`src/rtl/mem_bus_arbiter.sv`:
```
// Arbiter sharing one single-port memory between the fetch and load/store paths.
// Data wins ties unless fetch has lost STARVE_MAX contests in a row; each access holds mem_en_o for WAIT_CYCLES.
module mem_bus_arbiter #(
    parameter int AW          = 8,
    parameter int DW          = 16,
    parameter int WAIT_CYCLES = 1,
    parameter int STARVE_MAX  = 3
) (
    input  logic          clk,
    input  logic          rst,
    input  logic          inst_req_i,
    input  logic [AW-1:0] inst_addr_i,
    output logic [DW-1:0] inst_data_o,
    output logic          inst_ack_o,
    input  logic          data_req_i,
    input  logic          data_we_i,
    input  logic [AW-1:0] data_addr_i,
    input  logic [DW-1:0] data_wdata_i,
    output logic [DW-1:0] data_rdata_o,
    output logic          data_ack_o,
    output logic          mem_en_o,
    output logic          mem_we_o,
    output logic [AW-1:0] mem_addr_o,
    output logic [DW-1:0] mem_wdata_o,
    input  logic [DW-1:0] mem_rdata_i
);
    localparam int WCW = (WAIT_CYCLES > 1) ? $clog2(WAIT_CYCLES) : 1;
    localparam int SCW = (STARVE_MAX > 0) ? $clog2(STARVE_MAX + 1) : 1;
    localparam logic [WCW-1:0] WAIT_LOAD  = WCW'(WAIT_CYCLES - 1);
    localparam logic [SCW-1:0] STARVE_LIM = SCW'(STARVE_MAX);

    typedef enum logic [1:0] {IDLE, BUSY_I, BUSY_D} state_t;

    state_t         state;
    logic [WCW-1:0] wait_cnt;
    logic [SCW-1:0] starve_cnt;
    logic           inst_elig;
    logic           data_elig;
    logic           grant_inst;
    logic           grant_data;

    // A requester is ineligible in its own ack cycle, so the other side can take that slot.
    always_comb begin
        inst_elig  = inst_req_i && !inst_ack_o;
        data_elig  = data_req_i && !data_ack_o;
        grant_inst = inst_elig && (!data_elig || (starve_cnt == STARVE_LIM));
        grant_data = data_elig && !grant_inst;
    end

    // NOTE: all state and registered outputs use non-blocking assignments so every
    // branch below sees the pre-edge values regardless of statement order.
    always_ff @(posedge clk) begin
        if (rst) begin
            state        <= IDLE;
            wait_cnt     <= '0;
            starve_cnt   <= '0;
            inst_data_o  <= '0;
            inst_ack_o   <= 1'b0;
            data_rdata_o <= '0;
            data_ack_o   <= 1'b0;
            mem_en_o     <= 1'b0;
            mem_we_o     <= 1'b0;
            mem_addr_o   <= '0;
            mem_wdata_o  <= '0;
        end else begin
            inst_ack_o <= 1'b0;
            data_ack_o <= 1'b0;
            case (state)
                IDLE: begin
                    if (grant_inst) begin
                        state       <= BUSY_I;
                        wait_cnt    <= WAIT_LOAD;
                        starve_cnt  <= '0;
                        mem_en_o    <= 1'b1;
                        mem_we_o    <= 1'b0;
                        mem_addr_o  <= inst_addr_i;
                        mem_wdata_o <= '0;
                    end else if (grant_data) begin
                        state       <= BUSY_D;
                        wait_cnt    <= WAIT_LOAD;
                        mem_en_o    <= 1'b1;
                        mem_we_o    <= data_we_i;
                        mem_addr_o  <= data_addr_i;
                        mem_wdata_o <= data_wdata_i;
                        if (inst_elig && (starve_cnt != STARVE_LIM))
                            starve_cnt <= starve_cnt + 1'b1;
                    end
                end
                BUSY_I, BUSY_D: begin
                    if (wait_cnt == '0) begin
                        state       <= IDLE;
                        mem_en_o    <= 1'b0;
                        mem_we_o    <= 1'b0;
                        mem_addr_o  <= '0;
                        mem_wdata_o <= '0;
                        if (state == BUSY_I) begin
                            inst_ack_o  <= 1'b1;
                            inst_data_o <= mem_rdata_i;
                        end else begin
                            data_ack_o <= 1'b1;
                            // The registered write strobe doubles as the latched store flag.
                            if (!mem_we_o)
                                data_rdata_o <= mem_rdata_i;
                        end
                    end else begin
                        wait_cnt <= wait_cnt - 1'b1;
                    end
                end
                default: state <= IDLE;
            endcase
        end
    end
endmodule
```
`config.mk`:
```
export PLATFORM = sky130hd
export DESIGN_NAME = mem_bus_arbiter
export DESIGN_NICKNAME = d
export VERILOG_FILES = /design/src/rtl/mem_bus_arbiter.sv
export SDC_FILE = /design/constraint.sdc
export NUM_CORES = 1
export LEC_CHECK = 0
export ABC_AREA = 1
export ABC_CLOCK_PERIOD_IN_PS = 1380
export CAP_MARGIN = 20
export CORE_MARGIN = 8
export CORE_UTILIZATION = 38
export DETAILED_ROUTE_END_ITERATION = 16
export PLACE_DENSITY_LB_ADDON = 0.15
export SLEW_MARGIN = 10
export SYNTH_ARGS = -nofsm -noshare
export SYNTH_HDL_FRONTEND = slang
export SYNTH_SLANG_ARGS = --single-unit
```
`constraint.sdc`:
```
create_clock -name clk -period 1.38 [get_ports clk]
set_input_delay 0.276 -clock clk [delete_from_list [all_inputs] [get_ports clk]]
set_output_delay 0.276 -clock clk [all_outputs]
set_load 0.02 [all_outputs]
```
Yosys cells after proc, flatten, opt, wreduce, memory -nomap -nowiden
Index checks and enable logic that the tools add are counted.

Logic and storage cells: 73. Bits in registers: 65. Input port bits: 53. Output and inout bits: 60.

Bitwise operators: 4. Add/subtract/negate cells: 2. Muxes and demuxes: 28. Eq/ne operators: 6. Reductions and logical operators: 22.

Operators with widths (count): $mux 16 (3); $pmux 16 s2 (1); $mux 8 (3); $pmux 8 s2 (1); $mux 2 (6); $mux 1 (10); $reduce_and 3->1 (3); $pmux 1 s2 (3); $reduce_bool 2->1 (3); $logic_and 1x1->1 (5); $eq 2x2->1 const B (2); $logic_not 1->1 (4); $ne 2x2->1 const B (2); $not 1->1 (4); $pmux 2 s2 (1); $reduce_and 2->1 (2); $reduce_and 4->1 (1); $ne 3x3->1 const B (1); $reduce_or 3->1 (1); $add 2x1->2 const B (1); $eq 2x1->1 const B (1); $logic_not 2->1 (1); $reduce_or 2->1 (1); $logic_or 1x1->1 (1); $sub 1x1->1 const B (1).

Depth between registers and ports, before layout
Gate-level depths: netlist (run 1).

Word-level depth: 10. Depth in mapped cells: 9.

Least setup slack after synthesis (run 1)
No wires, ideal clock.

Kind: reg2reg. Start point: reg state[0]. End point: reg mem_wdata_o[10]. Path slack: 9 ps. Period minus slack after synthesis: 1371 ps. Data required time: 1310 ps. Stages on the path, launching flop included: 8. Buffers on the path: 2. Arrival time: 1301 ps. Cells stage by stage: dfxtp_1 -> inv_1 -> ha_1 -> buf_2 -> buf_2 -> nor2_1 -> nand2_2 -> a21oi_2.

Longest elaborated chain between the ends: 4. Elaborated cells on any way between the ends: 9. Classes of those cells: eq/ne: 4; mux: 1; reduce/logical: 4.

RTL lines: start: declaration (RTL line 34) `state_t state;`; start signal: assignment (RTL line 54) `state <= IDLE;`; start signal: assignment (RTL line 71) `state <= BUSY_I;`; start signal: assignment (RTL line 79) `state <= BUSY_D;`; $eq 2x1->1 / $eq 2x2->1 (equally long branches) (RTL line 68) `case (state)`; $reduce_or 2->1 (RTL line 68); $ne 2x2->1 (no line) / $reduce_bool 2->1 (equally long branches); $reduce_and 3->1 (no line); end signal: assignment (RTL line 84) `mem_wdata_o <= data_wdata_i;`; end: declaration (RTL line 24) `output logic [DW-1:0] mem_wdata_o,`.

Several ways; a longest one is shown, not always the timed one. A chain may end at the register's enable or synchronous reset.

Final worst setup path (run 1)
Start point: reg starve_cnt[0]. End point: reg mem_wdata_o[1].

Longest elaborated chain between the ends: 7. Elaborated cells on any way between the ends: 9. Classes of those cells: eq/ne: 2; mux: 2; reduce/logical: 5.

RTL lines: start: declaration (RTL line 36) `logic [SCW-1:0] starve_cnt;`; start signal: assignment (RTL line 86) `starve_cnt <= starve_cnt + 1'b1;`; $eq 2x2->1 * (RTL line 46) `grant_inst = inst_elig && (!data_elig || (starve_cnt == STARVE_LIM));`; $logic_or 1x1->1 * (RTL line 46); $logic_and 1x1->1 * (RTL line 46); $logic_not 1->1 (RTL line 47) `grant_data = data_elig && !grant_inst;`; $logic_and 1x1->1 (RTL line 47); $ne 3x3->1 (no line); $reduce_and 3->1 (no line).

Every way passes the cells marked *; elsewhere a longest branch is shown, timed or not.

==> results of run 1 <==
flip-flops by register name, indices dropped and copies added, names as in the netlist:
signal and cells:
inst_ack_o 1, data_rdata_o 16, state 2, starve_cnt 2
mem_wdata_o 16, mem_addr_o 8, mem_en_o 1, data_ack_o 1
mem_we_o 1, inst_data_o 16
metal layers:
| metal | vias to the layer above | global-route usage, % | routed length, µm |
|---|---|---|---|
| met3 | 10 | 6.71 | 730 |
| li1 | 1404 | - | - |
| met1 | 1159 | 17.4 | 3390 |
| met2 | 86 | 23.2 | 3290 |
| met4 | 0 | 5.59 | 126 |
| met5 | - | 0 | 0 |
worst max-delay path by stage:
stage | from | slack (ps) | endpoint
after detailed placement | data_req_i | -210 | mem_wdata_o[5]
after floorplan | state[0] | 9 | mem_wdata_o[10]
after CTS | state[0] | 10 | inst_data_o[4]
final | starve_cnt[0] | 40 | mem_wdata_o[1]
after global placement | inst_req_i | -160 | mem_wdata_o[4]
after global routing | starve_cnt[0] | -5 | mem_wdata_o[9]
critical path, cell delays in order, from the launching register on:
cell and delay, ps:
dfxtp_2 340, ha_4 150, inv_2 50, nand3_2 70, nand2_2 110, inv_4 50
nor2_8 160, clkbuf_16 180, nand2_1 50, a21oi_1 100
power breakdown:
group          internal, mW  total, mW  switching [mW]
registers              2.05       2.15          0.0967
logic                 0.730       1.63           0.902
clock network         0.734       1.41           0.672
cell type report:
| cell class | count | area (µm²) |
|---|---|---|
| Multi-Input combinational cell | 244 | 1210 |
| Inverter | 30 | 123 |
| Fill cell | 653 | 2530 |
| Timing Repair Buffer | 140 | 1360 |
| Clock buffer | 12 | 155 |
| Tap cell | 96 | 120 |
| Clock inverter | 3 | 17.5 |
| Sequential cell | 64 | 1290 |
synth_stat cells (all sizes together):
| cell type | number | area [µm²] |
|---|---|---|
| a21oi | 30 | 184 |
| o21ai | 33 | 165 |
| ha | 3 | 37.5 |
| inv | 29 | 109 |
| nand2 | 53 | 236 |
| nand3 | 34 | 175 |
| nor3 | 2 | 10.0 |
| nand4 | 2 | 12.5 |
| nor2 | 87 | 345 |
| clkinv | 1 | 3.75 |
| dfxtp | 64 | 1280 |
| clkbuf | 7 | 26.3 |
| buf | 14 | 85.1 |
stage by stage:
step	power [mW]	area, µm²	instances	util (%)	hold slack, ps
after floorplan	3.06	2670	359	-	355
after global placement	3.83	4010	566	59.1	457
after detailed placement	3.85	4010	566	59.1	463
after CTS	5.14	4130	581	60.8	474
after global routing	5.48	4270	589	62.8	482
final	5.19	4270	589	62.8	467
cells by family after synthesis:
group           synth area share (%)
buf+inv                         8.38
flops                           48.0
compound gates                  13.1
simple gates                    29.2
fa+ha+maj                       1.41
timing repair:
| action | in CTS | in global routing |
|---|---|---|
| setup endpoints to repair | 98 | 58 |
| resized for setup | 64 | 17 |
| pin swaps | 0 | 4 |
| cloned | 0 | 2 |
| buffers inserted | 0 | 6 |
==> results by group, run 1 <==
STA
  • Final Skew: approximately 12 ps
  • Slew Viols, Final: 0
  • Final setup viols: 0
  • Final setup margin: 42.7 ps
  • TNS Setup: 0 ps
  • Final hold viol count: 0
  • RSZ-0062 raised after global routing: true
  • Post-route clock period utilization: a little over nine tenths
  • Minimum clock period: 1340 ps
  • Max transition margin: between 80% and 90%
  • Actual slew at the worst max-slew pin: 247 ps
  • Fmax: 0.748 GHz

Final layout
  • Synth-to-Final Area Change: 59.7%
  • Nets: 545
  • Most common library cell in the layout ignoring fill and taps: nor2_1
  • Share of cells above drive strength 1: between 10% and 20%
  • Antenna diode count: 0
  • Most frequent cells in the layout: nor2_1, dfxtp_1, dlygate4sd2_1

Route
  • DRT Wirelength: 7540 µm
  • First drt pass iteration count: 4
  • Vias: 2,659
  • DR iter-0 viols: a little under 90
  • Average wire per standard cell: about 13 µm
  • Vias per cell: about 4.5
  • Drc violations: 0
  • Routed Antenna Nets: 0

Floorplanning
  • Starting Density: 39.3%
  • Die width: between 90 and 100 µm
  • Io pins: 113
  • Core area: 6790 µm²
  • Chip height: 99.8 µm
  • Row cnt: 30
  • Die ar.: 9970 µm²

Synth
  • Synth Warn #: 0
  • Avg Cell Area, Syn: 7.44 µm²
  • Net Count, Synth: 415
  • Mapped cell area: 2670 µm²
  • Yosys cell types: 23
  • Part of the Yosys area used for sequential elements: 48.0%
  • Number of synthesized register bits: 64
  • Post-synthesis cell count: between 300 and 400

Setup path
  • Reg2reg start: starve_cnt[0]
  • CP Data Arrival Time: 1600 ps
  • Crit path kind: reg -> reg
  • Worst path required time: 1640 ps
  • CP max FO: 8
  • Crit start category: register
  • Worst R2R Path Depth: 9
  • Worst R2R End: mem_wdata_o[1]
  • Setup slack, reg-to-reg: 40 ps
  • CP Capture Type: register

CTS
  • Skew-Pair Late Insertion Delay: 330 ps
  • TritonCTS clock tree: yes
  • H-tree depth: 3
  • Total CTS buffers: 9
  • CTS Hold Buffers Added: 0
  • Max Buffers Root-to-Sink: 2
  • Sink Count: 64
  • Reg clk slew, reported paths: 70 ps
  • Root Driver: clkbuf_8

Placement
  • Pre-CTS WS: -207 ps
  • Hpwl dp: 5430 µm
  • I/O Buffers: 112
  • Placer Congestion: 0.756

Global routing
  • Antenna violations before repair: 0
  • Gr usage total: between 10 and 15%
  • Number of global-route vias before repair: between 2,000 and 3,000
  • First-pass GRT wire length: 12,100 µm
  • Largest net degree at the start of global routing: 34
  • GR Overflow Total: 0

Outcome
  • Status: completed

Power and ir drop
  • Power Density: about 1200 nW/µm²
  • P_leak: 2.05 nW
  • VDD IR-drop max: 0.504 mV

Hold path
  • WHS Path Cells: 2
  • Worst hold path class: reg -> reg
  • Hold Path Sink: state[0]
  • HP Start: state[0]

Run
  • MaxCap Viol Count: 0
No activity file was read; power rests on OpenSTA's default activity.
==> run 2: changes to the inputs <==
--- a/config.mk
+++ b/config.mk
@@ -8,11 +8,13 @@
 export ABC_AREA = 1
 export ABC_CLOCK_PERIOD_IN_PS = 1380
 export CAP_MARGIN = 20
+export CELL_PAD_IN_SITES_DETAIL_PLACEMENT = 1
+export CELL_PAD_IN_SITES_GLOBAL_PLACEMENT = 1
 export CORE_MARGIN = 8
-export CORE_UTILIZATION = 38
+export CORE_UTILIZATION = 26
 export DETAILED_ROUTE_END_ITERATION = 16
 export PLACE_DENSITY_LB_ADDON = 0.15
-export SLEW_MARGIN = 10
+export SLEW_MARGIN = 20
 export SYNTH_ARGS = -nofsm -noshare
 export SYNTH_HDL_FRONTEND = slang
 export SYNTH_SLANG_ARGS = --single-unit
==> results by group, run 2 (synthesized netlist as in run 1, its figures left out) <==
Outcome
  • Status: completed

Final layout
  • Area of the multi-input gates: 1280 µm² (+6.0%)
  • Largest regs: data_rdata_o: 16 flops, inst_data_o: 16 flops, mem_wdata_o: 16 flops
  • Share of cells above drive strength 1: 22.0% (+5.4 points)
  • Synth-to-Final Area Change: 69.1%
  • Antenna diode count: 0 (unchanged)
  • Most frequent cells in the layout: nor2_1, dfxtp_1, dlygate4sd2_1
  • Storage element area: 1280 µm² (about the same)
  • Most common library cell in the layout ignoring fill and taps: nor2_1
  • Nets: 550 (+0.92%)
  • Fill cells: 1,257 (+92%)

CTS
  • Total CTS buffers: 9 (unchanged)
  • H-tree depth: 3 (unchanged)
  • Max Buffers Root-to-Sink: 2 (unchanged)
  • TritonCTS clock tree: yes
  • CTS Hold Buffers Added: 0 (unchanged)
  • Root Driver: clkbuf_8
  • Skew-Pair Late Insertion Delay: 340 ps (about the same)
  • Reg clk slew, reported paths: 70 ps (about the same)
  • Sink Count: 64 (unchanged)

Global routing
  • Antenna violations before repair: 0 (unchanged)
  • Largest net degree at the start of global routing: 33 (-2.9%)
  • First-pass GRT wire length: 14,800 µm (+23%)
  • GR Overflow Total: 0 (unchanged)
  • Number of global-route vias before repair: 3,023 (+18%)
  • Gr usage total: 13.0% (-1.9 points)

Placement
  • I/O Buffers: 112 (unchanged)
  • Hpwl dp: 6740 µm (+24%)
  • Placer Congestion: 0.703 (-7.0%)

Route
  • Average wire per standard cell: 14.3 µm (+12%)
  • Vias per cell: 4.37 (-3.2%)
  • DRT Wirelength: 9110 µm (+21%)
  • Drc violations: 0 (unchanged)
  • Vias: 2,776 (+4.4%)
  • Routed Antenna Nets: 0 (unchanged)
  • DR iter-0 viols: 104 (+17%)
  • First drt pass iteration count: 4 (unchanged)

STA
  • Hold slack: 480 ps (+12.8 ps)
  • Max transition margin: 82.2% (-1.4 points)
  • Final setup viols: 0 (unchanged)
  • Actual slew at the worst max-slew pin: 267 ps (+20.3 ps)
  • Post-route clock period utilization: 97.5% (+0.61 points)
  • Final hold viol count: 0 (unchanged)
  • RSZ-0062 raised after global routing: true
  • Minimum clock period: 1350 ps (+8.40 ps)
  • TNS Setup: 0 ps (unchanged)
  • Fmax: 0.743 GHz (-0.62%)
  • Slew Viols, Final: 0 (unchanged)
  • Final Skew: 9.43 ps (-2.55 ps)

Floorplanning
  • Chip height: 117 µm (+18%)
  • Io pins: 113 (unchanged)
  • Row cnt: 37 (+23%)
  • Starting Density: 26.3% (-13 points)
  • Die width: 117 µm (+18%)
  • Die ar.: 13,800 µm² (+38%)
  • Core area: 10,100 µm² (+49%)

Power and ir drop
  • VDD IR-drop max: 0.507 mV (+0.73%)
  • Overall Power: 5.77 mW (+11%)
  • P_leak: 2.12 nW (+3.5%)
  • Power Density: 1280 nW/µm² (+5.0%)

Setup path
  • CP max FO: 8 (unchanged)
  • CP Data Arrival Time: 1610 ps (about the same)
  • CP max stage delay: 340 ps (about the same)
  • CP cell instances: ha_2 > inv_2 > nand3_2 > nand2_2 > inv_4 > nor2_8 > buf_12 > nand2_4 > a21oi_2
  • Slowest cell on crit path: dfxtp_2
  • Crit path kind: reg -> reg
  • Worst path required time: 1650 ps (about the same)
  • Setup slack, reg-to-reg: 30 ps (about the same)
  • CP Capture Type: register
  • Crit start category: register

Hold path
  • Worst hold path class: reg -> reg

Run
  • MaxCap Viol Count: 0 (unchanged)
-- run 2: changes by cell type in the layout (fill, tap and decap cells not counted), moves of 4 or more --
| cell | previous run | this run |
|---|---|---|
| nor2_1 | 85 | 77 |
| nor2_2 | 0 | 7 |
| o21ai_0 | 27 | 20 |
| a21oi_1 | 20 | 14 |
| a21oi_2 | 10 | 16 |
| o21ai_1 | 6 | 12 |
| nand2_1 | 40 | 35 |
| buf_6 | 2 | 6 |
| nand2_2 | 11 | 15 |
-- run 2: cell type report --
cell class                      instances  share of cell area, %
Clock buffer                           10                   3.05
Clock inverter                          6                   2.02
Inverter                               30                   2.60
Multi-Input combinational cell        244                   28.3
Sequential cell                        64                   28.4
Tap cell                              136                   3.77
Timing Repair Buffer                  145                   31.8
-- run 2: worst paths after layout --
kind,end,startpoint,depth (start not counted)
setup / recovery,mem_wdata_o[10],starve_cnt[0],9
hold reg to reg,data_rdata_o[5],data_rdata_o[5],2
setup reg to reg,mem_wdata_o[10],starve_cnt[0],9
hold / removal,data_rdata_o[5],data_rdata_o[5],2
-- run 2: per-layer routing --
| metal | up-vias | track usage [%] | wire length (µm) |
|---|---|---|---|
| met5 | - | 0 | 0 |
| met4 | 0 | 4.70 | 127 |
| met3 | 11 | 4.32 | 522 |
| met2 | 79 | 21.8 | 4310 |
| met1 | 1276 | 15.1 | 4140 |
| li1 | 1410 | - | - |
-- run 2: where the power goes --
group	switching [mW]	leakage (nW)	total, mW	internal [mW]
registers	0.104	0.525	2.16	2.05
logic	0.974	1.48	1.76	0.789
clock network	0.775	0.117	1.85	1.08
-- run 2: timing repair --
action	in CTS	in global routing
cloned	0	3
setup buffers	0	5
gates resized for setup	66	48
pin swaps	0	7
setup endpoints to repair	101	57
-- run 2: worst max-delay path: cells and delay by family (launching register included) --
kind / cells / cell delay [ps]
adders and majority gates: 1 / 180
and+or+nand+nor: 4 / 390
AOI/OAI and AO/OA: 1 / 120
DFF: 1 / 340
buffers and inverters: 3 / 250
-- run 2: per-stage QoR --
stage	utilization [%]	worst slack [ps]	cells	instance area, µm²
final	44.6	34.3	635	4520
after global routing	44.6	-48.6	635	4520
after CTS	42.4	-2.25	627	4300
after detailed placement	40.7	-209	611	4130
after global placement	40.7	-181	611	4130
after floorplan	-	9.32	359	2670
==> variant 1 (flow settings as in run 1) <==
The 3 states of `state_t` get a one-hot encoding in 3 bits.
--- a/src/rtl/mem_bus_arbiter.sv
+++ b/src/rtl/mem_bus_arbiter.sv
@@ -30,5 +30,5 @@
     localparam logic [SCW-1:0] STARVE_LIM = SCW'(STARVE_MAX);
 
-    typedef enum logic [1:0] {IDLE, BUSY_I, BUSY_D} state_t;
+    typedef enum logic [2:0] {IDLE = 3'b001, BUSY_I = 3'b010, BUSY_D = 3'b100} state_t;
 
     state_t         state;
Behaviour: no difference found for any inputs over 4 cycles, from zero or initial values and one cycle with rst high; so few cycles prove little.
==> variant 1 against run 1 <==
  * Sequential power down 5%
  * Synthesized area down 8.1%
  * Wire length down 5.4%
  * Largest cell class is now sequential cells
  * Design area down 7.8%
  * Power down 14%
  * Sequential cell count up 1
  * Non-clock buffer count down 14
  * Largest power group unchanged
  * Setup slack worse by 0.036 ns
==> variant 1: results (changes against run 1) <==
Top delay family on crit path simple AND/OR/NAND/NOR gates; Antenna Cells 0 (unchanged); Hold Crit Class flip-flop to flip-flop; status finished clean; FFs w/ async S/R, synth 0 (unchanged); total CTS buffers 9 (unchanged); leading post-synthesis cells by cell area dfxtp_1 (53%), nand2_1 (14%), o21ai_0 (6.7%); first-pass GRT wire length 11000 um (-9.2%); dpl hpwl 5220 um (-3.9%); post-synthesis sequential area ratio 0.530 (+0.0504); FF-to-FF path depth 9 (unchanged); Routed WL 7130 um (-5.4%); RePlAce Congestion 0.760 (+0.60%); Endpoint, Worst Hold inst_data_o[7]; Synth Net Count 371 (-11%); Largest regs data_rdata_o: 16 flops, inst_data_o: 16 flops, mem_wdata_o: 16 flops; hold slack 0.440 ns (-0.0274 ns); met2 wire length 3400 um (+3.3%); DR pass1 iterations 7 (+3); worst r2r dst mem_addr_o[4]; met1 wire length 3130 um (-7.9%); fin nets 497 (-8.8%); Avg Vias per Cell 4.47 (-0.95%); met3 wire len 540 um (-26%); vias 2343 (-12%); pre-CTS setup slack -0.237 ns (-0.0300 ns); Placed Instance Area 3710 sq um (-7.5%); largest net degree at the start of global routing 43 (+26%); maximum fanout along the worst path 7 (-1); Peak VDD IR 845 uV (+68%); R2R setup slack 0.007 ns (-0.04 ns); standby leakage power 0.00198 uW (-3.4%); number of distinct library cells after synthesis 26 (+13%); Critical R2R Launch starve_cnt[1]; min-delay src inst_data_o[7]; clk_skew 0.00911 ns (-0.00288 ns); DP Cell Count 505 (-11%); layout cells sized above 1 0.125 (-0.0410); initial antenna violation count 0 (unchanged); worst slew pin tran 0.271 ns (+0.0237 ns); syn_area_per_cell 7.74 sq um (+4.1%); top cells by count, synth nand2_1 (90), dfxtp_1 (65), nor2_1 (37); gr usage total 0.153 (+0.00378); DRT iter0 DRCs 76 (-15%)
## variant 1: cell types whose count changed after synthesis, sizes merged, moves of 2 or more
cell,change
nand3,-19
nor2,-46
buf,-6
nand2,+44
clkinv,+2
clkbuf,-3
ha,-2
inv,-2
a21oi,-11
## variant 1: what timing repair did
item | CTS | global route
setup endpoints to repair | 73 | 30
resized for setup | 60 | 13
buffers inserted | 0 | 3
pin swaps | 1 | 9
gates cloned | 0 | 1
hold buffers | 0 | 0
## variant 1: cells by family after synthesis
family	Yosys count	share of synthesized area
AO/OA/AOI/OAI	53	0.108
flip-flops	65	0.530
buffers and inverters	42	0.0805
AND/OR/NAND/NOR	156	0.276
adder cells (fa/ha/maj)	1	0.00510
## variant 1: routing by layer
metal,up-vias,global-route usage
met2,55,0.251
met5,-,0
li1,1247,-
met4,0,0.0605
met3,5,0.0526
met1,1036,0.179
## variant 1: power breakdown
group	switching (uW)	internal (uW)	leakage, uW
clock	674	918	0.000102
combinational	449	376	0.00134
sequential	57.8	1990	0.000530
## variant 1: worst max-delay path by stage
stage | slack (ns) | to | cells after the start | start
2_1_floorplan | 0.08 | mem_we_o | 8 | starve_cnt[0]
3_3_place_gp | -0.21 | mem_we_o | 8 | inst_req_i
3_5_place_dp | -0.24 | mem_addr_o[3] | 8 | inst_req_i
4_1_cts | -0.01 | mem_wdata_o[12] | 7 | starve_cnt[0]
5_1_grt | -0.09 | mem_addr_o[3] | 9 | starve_cnt[1]
6_report | 0.007 | mem_addr_o[4] | 9 | starve_cnt[1]
## variant 1: final cells by class
class / count / area (sq um)
fill: 590 / 2380
sequential: 65 / 1300
timing repair buffer: 126 / 1210
multi-input combinational: 211 / 1000
clock buffer: 12 / 155
inverter: 30 / 126
tap: 77 / 96.3
clock inverter: 3 / 40.0
==> variant 2 (config.mk and constraints of run 1) <==
Without the edit above. `AW`: 8 -> 7.
--- a/src/rtl/mem_bus_arbiter.sv
+++ b/src/rtl/mem_bus_arbiter.sv
@@ -2,5 +2,5 @@
 // Data wins ties unless fetch has lost STARVE_MAX contests in a row; each access holds mem_en_o for WAIT_CYCLES.
 module mem_bus_arbiter #(
-    parameter int AW          = 8,
+    parameter int AW          = 7,
     parameter int DW          = 16,
     parameter int WAIT_CYCLES = 1,
Ports: changed (resized data_addr_i, inst_addr_i and mem_addr_o); port bits go from 113 to 110. No check against the original RTL was run, so the function may have changed too.
==> variant 2 against run 1 <==
  * Sequential share of layout area rose by 0.61 points
  * Sequential cell count is 1 lower
  * Synthesized area fell by 1.2%
  * Power up 1.9%
  * Wire length down 4.7%
  * Highest routed layer unchanged
  * Setup slack better by 0.026 ns
  * Non-clock buffer count decreased by 13
  * Critical endpoint is now mem_we_o
  * Design area decreased by 3.8%
==> variant 2: results (changes against run 1) <==
RePlAce Congestion 0.744 (-1.5%); post-synthesis mux area share 0 (unchanged); IO Port Bufs 109 (-2.7%); first-pass GRT wire length 11700 um (-3.0%); max_slew headroom 0.823 (-0.0129); fin nets 523 (-4.0%); critical path's slowest cell dfxtp_1; Clk pwr share 0.309 (+0.038); DRT iter0 DRCs 57 (-36%); standby leakage power 0.00198 uW (-3.5%); leading post-synthesis cells by cell area dfxtp_1 (48%), nor2_1 (12%), nand3_1 (5.9%); Adder-Cell Fraction of Synth Area 0.0142 (+0.000173); gr usage total 0.144 (-0.00424); combinational share of power 0.291 (-0.024); H-Tree Depth 3 (unchanged); syn_area_per_cell 7.52 sq um (+1.0%); WL per Instance 13.0 um (+1.3%); initial antenna violation count 0 (unchanged); fin cells 554 (-5.9%); compound-cell area share of the yosys netlist 0.130 (-0.000286); slowest stage delay, CP 0.37 ns (+0.03 ns); Synth Net Count 405 (-2.4%); Peak VDD IR 530 uV (+5.3%); vias in the first global route 2588 (+0.86%); Psw 1610 uW (-3.4%); maximum fanout along the worst path 3 (-5); clk_skew 0.00854 ns (-0.00345 ns); Top delay family on crit path flip-flops; Avg Vias per Cell 4.63 (+2.6%); cell internal pwr 3670 uW (+4.4%); number of distinct library cells after synthesis 24 (+4.3%); post-synthesis sequential area ratio 0.478 (-0.00167); pre-CTS setup slack -0.248 ns (-0.0409 ns); dpl hpwl 5160 um (-4.8%); status finished clean; top cells by count, synth nor2_1 (85), dfxtp_1 (63), nand2_1 (36); layout cells sized above 1 0.139 (-0.0271); DP Cell Count 537 (-5.1%)
-- variant 2: layer usage --
layer | track usage | vias up | routed length [um]
met5 | 0 | - | 0
met4 | 0.0536 | 0 | 42
met3 | 0.0594 | 4 | 607
met2 | 0.235 | 84 | 3150
met1 | 0.166 | 1126 | 3390
li1 | - | 1351 | -
-- variant 2: final timing paths --
path	start	endpoint	slack (ns)
worst max-delay path	mem_we_o	mem_we_o	0.07
worst min-delay path	starve_cnt[1]	starve_cnt[1]	0.47
worst max register to register	starve_cnt[0]	mem_wdata_o[9]	0.09
worst min register to register	starve_cnt[1]	starve_cnt[1]	0.47
-- variant 2: repair_timing --
item                                    in CTS  in global routing
pin swaps                                    0                  1
gates cloned                                 0                  1
gates resized for setup                     60                 13
endpoints found under the setup margin      95                 41
-- variant 2: area by class of cell --
cell class,count,area (sq um)
well taps,80,100
clock inverters,3,40.0
repair buffers,127,1250
inverters,30,118
flip-flops and latches,63,1260
clock buffers,13,169
multi-input cells,238,1170
fillers,673,2650
